===== config.mk =====
export PLATFORM = sky130hd
export DESIGN_NAME = add_seq
export DESIGN_NICKNAME = d
export VERILOG_FILES = /design/src/rtl/add_seq.sv
export SDC_FILE = /design/constraint.sdc
export NUM_CORES = 1
export LEC_CHECK = 0
export ABC_AREA = 1
export CAP_MARGIN = 20
export CORE_MARGIN = 2
export CORE_UTILIZATION = 51
export CTS_CLUSTER_SIZE = 30
export DETAILED_ROUTE_END_ITERATION = 6
export GPL_ROUTABILITY_DRIVEN = 0
export PLACE_DENSITY = 0.78
export SLEW_MARGIN = 20
export SYNTH_ARGS = -nofsm -noshare
export SYNTH_HDL_FRONTEND = slang
export SYNTH_SLANG_ARGS = --single-unit

===== constraint.sdc =====
create_clock -name clk -period 4.9 [get_ports clk]
set_input_delay 0.49 -clock clk [delete_from_list [all_inputs] [get_ports clk]]
set_output_delay 0.49 -clock clk [all_outputs]
set_load 0.05 [all_outputs]

===== src/rtl/add_seq.sv =====
// Multi-word adder/subtractor that time-shares one N-bit ripple-carry adder
// across W chunks, least-significant chunk first, with valid/ready handshakes.
module add_seq #(
  parameter int N = 8,
  parameter int W = 4
) (
  input  logic           clk,
  input  logic           rst,
  input  logic           in_valid,
  output logic           in_ready,
  input  logic [N*W-1:0] a,
  input  logic [N*W-1:0] b,
  input  logic           sub,
  input  logic           c_in,
  output logic           out_valid,
  input  logic           out_ready,
  output logic [N*W-1:0] sum,
  output logic           c_out
);

  localparam int CW = $clog2(W);
  localparam logic [CW-1:0] LAST = CW'(W - 1);

  typedef enum logic [1:0] {IDLE, RUN, DONE} state_t;

  state_t         state_q, state_d;
  logic [N*W-1:0] a_q, b_q, sum_q;
  logic [CW-1:0]  cnt_q;
  logic           carry_q;

  logic [N-1:0]   op_a, op_b, chunk_sum;
  logic           chunk_carry;
  logic           accept;

  assign op_a = a_q[cnt_q*N +: N];
  assign op_b = b_q[cnt_q*N +: N];

  // The single shared N-bit ripple adder, one full-adder cell per bit.
  always_comb begin : ripple
    logic c;
    // NOTE: blocking assignments here are deliberate; c must carry each
    // cell's carry-out into the next cell within the same evaluation.
    c         = carry_q;
    chunk_sum = '0;
    for (int i = 0; i < N; i++) begin
      chunk_sum[i] = op_a[i] ^ op_b[i] ^ c;
      c            = (op_a[i] & op_b[i]) | (c & (op_a[i] ^ op_b[i]));
    end
    chunk_carry = c;
  end

  always_comb begin
    // NOTE: every output gets a default before the case so no path can
    // leave it unassigned and infer a latch.
    state_d   = state_q;
    in_ready  = 1'b0;
    out_valid = 1'b0;
    case (state_q)
      IDLE: begin
        in_ready = 1'b1;
        if (in_valid) state_d = RUN;
      end
      RUN: begin
        if (cnt_q == LAST) state_d = DONE;
      end
      DONE: begin
        out_valid = 1'b1;
        if (out_ready) state_d = IDLE;
      end
      default: state_d = IDLE;
    endcase
  end

  assign accept = in_valid && in_ready;

  // Subtraction is fully captured by storing ~b and seeding the carry with 1,
  // so no separate mode flag has to travel with the operation.
  always_ff @(posedge clk) begin
    // NOTE: sequential state uses non-blocking assignments only, so every
    // register samples pre-edge values regardless of statement order.
    if (rst) begin
      state_q <= IDLE;
      a_q     <= '0;
      b_q     <= '0;
      sum_q   <= '0;
      cnt_q   <= '0;
      carry_q <= 1'b0;
    end else begin
      state_q <= state_d;
      if (accept) begin
        a_q     <= a;
        b_q     <= sub ? ~b : b;
        carry_q <= sub ? 1'b1 : c_in;
        cnt_q   <= '0;
      end else if (state_q == RUN) begin
        sum_q[cnt_q*N +: N] <= chunk_sum;
        carry_q             <= chunk_carry;
        // Park on the last chunk instead of wrapping.
        if (cnt_q != LAST) cnt_q <= cnt_q + 1'b1;
      end
    end
  end

  assign sum   = sum_q;
  assign c_out = carry_q;

endmodule


== Word-level counts from Yosys, hierarchy flattened ==
Cells that the tools add are included.

* Add/subtract/negate cells: 2
* Bitwise operators: 42
* Reduce and logical (&&, ||, !) cells: 7
* Mux-type cells: 11
* Eq/ne operators: 7
* Shift operators: 4

{| class="wikitable"
|+ Operators by type and width
! cell !! number
|-
| $shiftx A32 B6 Y8 || 2
|-
| $neg A5 Y34 || 1
|-
| $shift A8 B34 Y32 const A || 1
|-
| $shiftx A8 B34 Y32 || 1
|-
| $bwmux W32 || 1
|-
| $mux W32 || 1
|-
| $not A32 Y32 || 1
|-
| $and A1 B1 Y1 || 16
|-
| $xor A1 B1 Y1 || 16
|-
| $ne A2 B2 Y1 const B || 4
|-
| $or A1 B1 Y1 || 8
|-
| $mux W2 || 3
|-
| $pmux W2 S3 || 1
|-
| $mux W1 || 5
|-
| $eq A2 B2 Y1 const B || 2
|-
| $reduce_and A2 Y1 || 2
|-
| $reduce_and A3 Y1 || 1
|-
| $add A2 B1 Y2 const B || 1
|-
| $eq A2 B1 Y1 const B || 1
|-
| $logic_not A2 Y1 || 1
|-
| $reduce_bool A2 Y1 || 1
|-
| $reduce_or A2 Y1 || 1
|-
| $logic_and A1 B1 Y1 || 1
|-
| $not A1 Y1 || 1
|}

* Input bits: 70
* Logic and storage cells: 79
* Output and inout bits: 35
* Register bits: 101

== Depth between registers and ports, before layout ==
Gate-level depths: netlist of run 1.

* Depth after elaboration: 20
* Mapped depth: 18
* Gate-level depth less buffers: 17

== Worst setup path before layout of run 1 ==
No wires, ideal clock.

* Path type: register -> register
* From: register cnt_q[0]
* To: register sum_q[23], in the netlist sum[23]
* Cell stages (with the launch flop): 19
* Library setup time: 0.128 ns
* Clock period less this slack: 3.876 ns
* Data required time: 4.772 ns
* Data arrival time: 3.749 ns
* Setup slack: 1.024 ns
* Path buffers: 2
* Cell sequence: dfxtp_1 > buf_2 > buf_2 > o21ai_0 > nor2_1 > a21oi_1 > fa_1 > fa_1 > fa_1 > fa_1 > inv_1 > fa_1 > fa_1 > fa_1 > fa_1 > nand2_1 > o21ai_0 > nand2_1 > nor2_1

* Word-level cells in the longest chain between the ends: 19
* Elaborated cells on any way between the ends: 43
* Those cells by class: 1 x add/sub; 4 x shift; 1 x mux; 37 x bitwise

{| class="wikitable"
|+ Ends and longest elaborated chain
! item !! RTL line !! RTL
|-
| start, declared || 28 || <nowiki>logic [CW-1:0] cnt_q;</nowiki>
|-
| start signal, assigned || 99 || <nowiki>if (cnt_q != LAST) cnt_q <= cnt_q + 1'b1;</nowiki>
|-
| $shiftx A32 B6 Y8 (on tied branches) || 35, 36 ||
|-
| $xor A1 B1 Y1 || 46, 47 ||
|-
| $and A1 B1 Y1 || 47 || <nowiki>c = (op_a[i] & op_b[i]) | (c & (op_a[i] ^ op_b[i]));</nowiki>
|-
| $or A1 B1 Y1 || 47 ||
|-
| $and A1 B1 Y1 || 47 ||
|-
| $or A1 B1 Y1 || 47 ||
|-
| $and A1 B1 Y1 || 47 ||
|-
| $or A1 B1 Y1 || 47 ||
|-
| [... 3 more ...] || -- ||
|-
| $or A1 B1 Y1 || 47 ||
|-
| $and A1 B1 Y1 || 47 ||
|-
| $or A1 B1 Y1 || 47 ||
|-
| $and A1 B1 Y1 || 47 ||
|-
| $or A1 B1 Y1 || 47 ||
|-
| $xor A1 B1 Y1 || 46 || <nowiki>chunk_sum[i] = op_a[i] ^ op_b[i] ^ c;</nowiki>
|-
| $shiftx A8 B34 Y32 || 96 || <nowiki>sum_q[cnt_q*N +: N] <= chunk_sum;</nowiki>
|-
| $bwmux W32 * || 96 ||
|-
| end signal, assigned by index || 96 ||
|-
| end, declared || 27 || <nowiki>logic [N*W-1:0] a_q, b_q, sum_q;</nowiki>
|}

Every way passes the cells marked *; elsewhere a longest branch is shown, timed or not.
A chain may end at the register's enable or synchronous reset.

== Worst setup path after layout of run 1 ==
* From: register cnt_q[1]
* To: register sum_q[15], in the netlist sum[15]

The elaborated chain is that of the path after synthesis.

==> run_results.csv, run 1 <==
group,metric,value,unit
status,outcome,"complete, no violations",
route,vias,4318,
clocking,clk_pin_slew_worst_paths,90,ps
place,portBuffers,104,
route,drt-pass1-iter-count,5,
clocking,cts_sinks,101,
worst_setup_path,critPathKind,"reg2reg",
die,die_area,0.0100,mm2
synthesis,yosysTopAreaCellShare,42.8,%
clocking,cts_hold_buf,0,
clocking,cts_max_level,3,
sta,max-slew-margin-rel,40.8,%
route,wl_per_cell,13.1,um
die,io_pins,105,
grt,grt_pass1_vias,4073,
worst_setup_path,cp.required,5150,ps
synthesis,synthesis.area,0.00472,mm2
power_and_ir_drop,leakage,0.00237,uW
synthesis,synth_cells,640,
synthesis,synthMuxAreaShare,0,%
place,dp.final_hpwl,8.52,mm
clocking,post-cts-setup-buffers,0,
sta,tns,0,ps
route,wl,11.1,mm
sta,drv_slew,0,
clocking,cts_buffer_depth,2,
job,cap_violations,0,
finish,final_cell_mix,"nand2_1 (143), clkdlybuf4s50_1 (103), dfxtp_1 (101)",
synthesis,synth-compound-area-share,15.6,%
sta,layout_min_cycle_time,4150,ps
grt,antenna_found_initial,0,
worst_setup_path,start_kind,"register",
worst_setup_path,worst_ep_arrival_time,4410,ps
grt,grt-ovfl-total,0,
die,design.core.area,0.00911,mm2
sta,worst_slew_pin_slew,886,ps
sta,max_freq,241,MHz
synthesis,yosysSeqAreaShare,42.8,%
worst_setup_path,cp_max_fo,12,
clocking,postCtsResizedCells,0,
grt,grt_start_max_net_pins,42,
finish,n_antenna_cell,0,
route,via_per_inst,5.12,
sta,timing.final.crit_share,84.7,%
sta,fin_skew,10.6,ps
grt,grt_pass1_wl,18.3,mm
synthesis,syn_nets,724,
die,dieHeight,100,um
worst_setup_path,end_kind,"register",
finish,area_growth,25.9,%
finish,drive_gt1_share,5.05,%
synthesis,synth_xor_xnor_area_share,5.93,%
sta,finalHoldViolCount,0,
route,first_iter_violations,194,
synthesis,synth_top_family_by_area,"simple AND/OR/NAND/NOR gates",
synthesis,yosys_register_bits,101,
power_and_ir_drop,vdd_drop_max,0.141,mV
synthesis,ys_warn_count,0,
synthesis,netlist_top_cells_area,"dfxtp_1 (43%), nand2_1 (11%), o21ai_0 (9.1%)",
sta,hold-worst-slack,453,ps
synthesis,synthAdderAreaFrac,4.98,%
route,post-route-drc-count,0,
die,fp.dieW,100,um
die,rows,35,
clocking,cts_buffers,9,
finish,final_common_cell,"nand2_1",
power_and_ir_drop,p_per_area,298,mW/mm2
die,initial_utilization,51.9,%
sta,setup_violations,0,
route,ant_nets,0,
synthesis,synth_largest_area_cell,"dfxtp_1",
clocking,root_buffer,"clkbuf_8",
clocking,cts_tree,"done",
clocking,clk_latency,370,ps
synthesis,ys_types,27,
synthesis,yosys.area_share.simple,23.1,%
synthesis,syn_avg_cell_area,7.38,um2
min_path,worstHoldPathType,"reg2reg",
grt,grt_use_total,22.8,%
finish,fin_nets,812,
sta,rsz0062_at_grt,"no",
==> critical path, stage by stage (launching register included) <==
cell and delay (ps):
dfxtp_1 540, buf_4 240, o21ai_0 100, a21oi_1 130
a21oi_1 80, fa_1 400, fa_1 390, fa_1 400
fa_1 380, inv_1 80, fa_1 180, fa_1 190
fa_1 200, fa_1 440, nand2_1 100, nor2_1 70
nand2_1 80, a21oi_1 60
==> metal layers <==
| layer | track usage [%] | routed length (um) | share of wire (%) |
|---|---|---|---|
| met1 | 27.4 | 4650 | 42 |
| met2 | 41.1 | 5540 | 50 |
| met3 | 4.60 | 725 | 6.6 |
| met4 | 6.43 | 152 | 1.4 |
| met5 | 0 | 0 | 0 |
==> sequential cells by signal, indices dropped and copies added, names as in the netlist <==
register / count
cnt_q: 2
c_out: 1
sum: 32
state_q: 2
b_q: 32
a_q: 32
==> where the power goes <==
group          switching, uW  internal [uW]
Sequential              30.1            874
Combinational            207            147
Clock                    281            233
Total                    518           1250
==> final timing paths <==
| kind | start | end | slack, ps | cells past startpoint |
|---|---|---|---|---|
| worst max-delay path | cnt_q[1]$_SDFFE_PP0P_ | sum[15]$_SDFFE_PP0P_ | 750 | 17 |
| worst min-delay path | a_q[3]$_SDFFE_PP0P_ | a_q[3]$_SDFFE_PP0P_ | 450 | 2 |
| worst max register to register | cnt_q[1]$_SDFFE_PP0P_ | sum[15]$_SDFFE_PP0P_ | 750 | 17 |
| worst min register to register | a_q[3]$_SDFFE_PP0P_ | a_q[3]$_SDFFE_PP0P_ | 450 | 2 |
==> metrics by stage <==
| step | instances | setup slack (ps) | cell area, um2 | util, % | power (uW) |
|---|---|---|---|---|---|
| floorplan | 640 | 1020 | 4720 | - | 1150 |
| global placement | 828 | 926 | 5770 | 63.3 | 1270 |
| detailed placement | 828 | 806 | 5770 | 63.3 | 1280 |
| CTS | 843 | 791 | 5950 | 65.3 | 1780 |
| global route | 843 | 398 | 5950 | 65.3 | 1850 |
| finish | 843 | 748 | 5950 | 65.3 | 1770 |
==> Yosys cell counts, drive strengths merged <==
| master | instances |
|---|---|
| o21ai | 88 |
| buf | 18 |
| nand2 | 148 |
| xor2 | 32 |
| a21oi | 54 |
| fa | 8 |
| nand3 | 14 |
| clkinv | 1 |
| inv | 44 |
| ha | 6 |
| dfxtp | 101 |
| nor2 | 101 |
| nor3 | 5 |
| o22ai | 4 |
| clkbuf | 16 |
==> final cells by class <==
class	instances	area, um2
clock inverter	4	50.0
clock buffer	11	131
timing repair buffer	111	1090
fill	827	3160
tap	111	139
inverter	45	174
multi-input combinational	460	2340
sequential	101	2020
==> cells by family after synthesis <==
| family | Yosys count |
|---|---|
| AND/OR/NAND/NOR | 268 |
| flip-flops | 101 |
| AO/OA/AOI/OAI | 146 |
| adder cells (fa/ha/maj) | 14 |
| buffers and inverters | 79 |
| XOR/XNOR | 32 |
No activity file was read; power rests on OpenSTA's default activity.
==> run 2, diff against run 1 <==
--- a/config.mk
+++ b/config.mk
@@ -8,11 +8,11 @@
 export ABC_AREA = 1
 export CAP_MARGIN = 20
 export CORE_MARGIN = 2
-export CORE_UTILIZATION = 51
+export CORE_UTILIZATION = 46
 export CTS_CLUSTER_SIZE = 30
 export DETAILED_ROUTE_END_ITERATION = 6
 export GPL_ROUTABILITY_DRIVEN = 0
-export PLACE_DENSITY = 0.78
+export PLACE_DENSITY = 0.74
 export SLEW_MARGIN = 20
 export SYNTH_ARGS = -nofsm -noshare
 export SYNTH_HDL_FRONTEND = slang
==> constraint.sdc (replaced) <==
create_clock -name clk -period 3.57 [get_ports clk]
set_input_delay 0.357 -clock clk [delete_from_list [all_inputs] [get_ports clk]]
set_output_delay 0.357 -clock clk [all_outputs]
set_load 0.05 [all_outputs]
==> run 2 against run 1 <==
  * The run now ends with negative setup slack left
  * Power grew 43%
  * Sequential share of layout area shrank 1.1 points
  * Worst setup slack lost 880 ps
  * Clock skew is essentially flat
  * Combinational power grew 45%
  * Die area grew 10%
  * Worst hold slack lost 2.1 ps
  * Register-to-register slack lost 880 ps
  * Critical path type unchanged
==> run_results.csv, run 2 (synthesis gave the netlist of run 1 again) <==
group,metric,value,unit
grt,grt-ovfl-total,0,
status,violations,"negative setup slack",
grt,grt_pass1_wl,19.3,mm
sta,max_freq,270,MHz
die,dieHeight,105,um
route,wl,11.4,mm
route,wl_per_cell,13.1,um
sta,timing.final.crit_share,104,%
sta,setup_violations,4,
die,io_pins,105,
worst_setup_path,critPathMostFrequentCell,"fa_2",
sta,setup_slack,-129,ps
finish,num-fill-cells,885,
grt,grt_use_total,21.2,%
worst_setup_path,critPathBufInv,2,
die,fp.dieW,105,um
worst_setup_path,worst_path_max_delay_cell,"fa_1",
clocking,clk_pin_slew_worst_paths,100,ps
clocking,clk_latency,370,ps
worst_setup_path,critPathKind,"reg2reg",
sta,worst_slew_pin_slew,861,ps
place,portBuffers,104,
finish,drive_gt1_share,9.97,%
die,die_area,0.0111,mm2
finish,final_cell_mix,"nand2_1 (141), clkdlybuf4s50_1 (103), dfxtp_1 (99)",
power_and_ir_drop,power,2530,uW
sta,layout_min_cycle_time,3700,ps
place,dp.final_hpwl,8.64,mm
sta,finalHoldViolCount,0,
clocking,cts_tree,"done",
finish,area_growth,30.6,%
sta,rsz0062_at_grt,"yes",
min_path,worstHoldPathType,"reg2reg",
clocking,root_buffer,"clkbuf_8",
sta,max-slew-margin-rel,42.5,%
power_and_ir_drop,leakage,0.00246,uW
route,first_iter_violations,168,
status,outcome,"finished with violations",
finish,final_common_cell,"nand2_1",
power_and_ir_drop,vdd_drop_max,0.192,mV
clocking,cts_max_level,3,
clocking,cts_hold_buf,0,
worst_setup_path,worst_ep_arrival_time,3950,ps
clocking,cts_sinks,101,
clocking,cts_buffers,9,
worst_setup_path,end_kind,"register",
clocking,cts_buffer_depth,2,
grt,grt_pass1_vias,4229,
worst_setup_path,start_kind,"register",
worst_setup_path,max_stage_delay,440,ps
worst_setup_path,crit_family,"adder cells",
route,vias,4404,
grt,grt_start_max_net_pins,42,
route,via_per_inst,5.03,
worst_setup_path,crit_chain,"buf_6 > o21ai_2 > a21oi_2 > fa_2 > fa_2 > fa_2 > fa_2 > inv_2 > fa_2 > fa_2 > fa_2 > fa_1 > nand2_2 > nor2_4 > nand2_1 > a21oi_1",
power_and_ir_drop,p_per_area,410,mW/mm2
sta,fin_skew,10.8,ps
route,drt-pass1-iter-count,7,
finish,design_area,0.00617,mm2
finish,n_antenna_cell,0,
worst_setup_path,rrSetupSlack,-130,ps
grt,antenna_found_initial,0,
job,cap_violations,0,
finish,fin_nets,821,
sta,drv_slew,0,
worst_setup_path,cp.required,3820,ps
route,ant_nets,0,
worst_setup_path,cp_max_fo,6,
place,placed_cell_area,0.00586,mm2
die,initial_utilization,47.9,%
die,design.core.area,0.00986,mm2
route,post-route-drc-count,0,
die,rows,36,
-- run 2: report_power, final --
group / total [uW] / switching (uW) / internal, uW
clock network: 779 / 395 / 384
logic: 511 / 296 / 216
registers: 1240 / 41.0 / 1200
-- run 2: cell type report --
type | count | area (um2) | area share, %
multi-input combinational | 460 | 2420 | 39.2
sequential | 101 | 2030 | 32.8
timing repair buffer | 120 | 1160 | 18.9
inverter | 45 | 174 | 2.82
tap | 133 | 166 | 2.70
clock buffer | 12 | 165 | 2.68
clock inverter | 4 | 55.1 | 0.892
-- run 2: metrics by stage --
step,setup TNS [ps],instances,util (%),worst slack (ps),hold WS (ps)
after floorplan,-134,640,-,-49.3,414
after global placement,-14.2,855,59.4,-8.58,425
after CTS,-361,873,62.0,-137,450
after detailed placement,-312,855,59.4,-114,427
final,-376,875,62.6,-129,451
after global routing,-1210,875,62.6,-286,464
-- run 2: routing by layer --
metal / track usage, % / up-vias / routed length (um)
li1: - / 2230 / -
met1: 26.7 / 2020 / 5020
met2: 36.3 / 131 / 5570
met3: 4.14 / 23 / 594
met4: 6.57 / 0 / 244
met5: 0 / - / 0
-- run 2: worst paths after layout --
path / from / end / cells after the start
worst max register to register: cnt_q[0]$_SDFFE_PP0P_ / sum[15]$_SDFFE_PP0P_ / 16
worst max-delay path: cnt_q[0]$_SDFFE_PP0P_ / sum[15]$_SDFFE_PP0P_ / 16
worst min register to register: b_q[31]$_SDFFE_PP0P_ / b_q[31]$_SDFFE_PP0P_ / 2
worst min-delay path: b_q[31]$_SDFFE_PP0P_ / b_q[31]$_SDFFE_PP0P_ / 2
-- run 2: worst reg2reg max path, cell delays in order, from the launching register on --
cell and delay [ps]:
dfxtp_4 380, buf_6 140, o21ai_2 150, a21oi_2 80, fa_2 390, fa_2 360, fa_2 370, fa_2 340
inv_2 60, fa_2 190, fa_2 200, fa_2 190, fa_1 440, nand2_2 130, nor2_4 50, nand2_1 60
a21oi_1 60
-- run 2: what timing repair did --
action / 4_1_cts / 5_1_grt
endpoints found under the setup margin: 4 / 9
cloned: 0 / 0
pin swaps: 3 / 3
buffers inserted: 2 / 2
gates resized for setup: 12 / 15
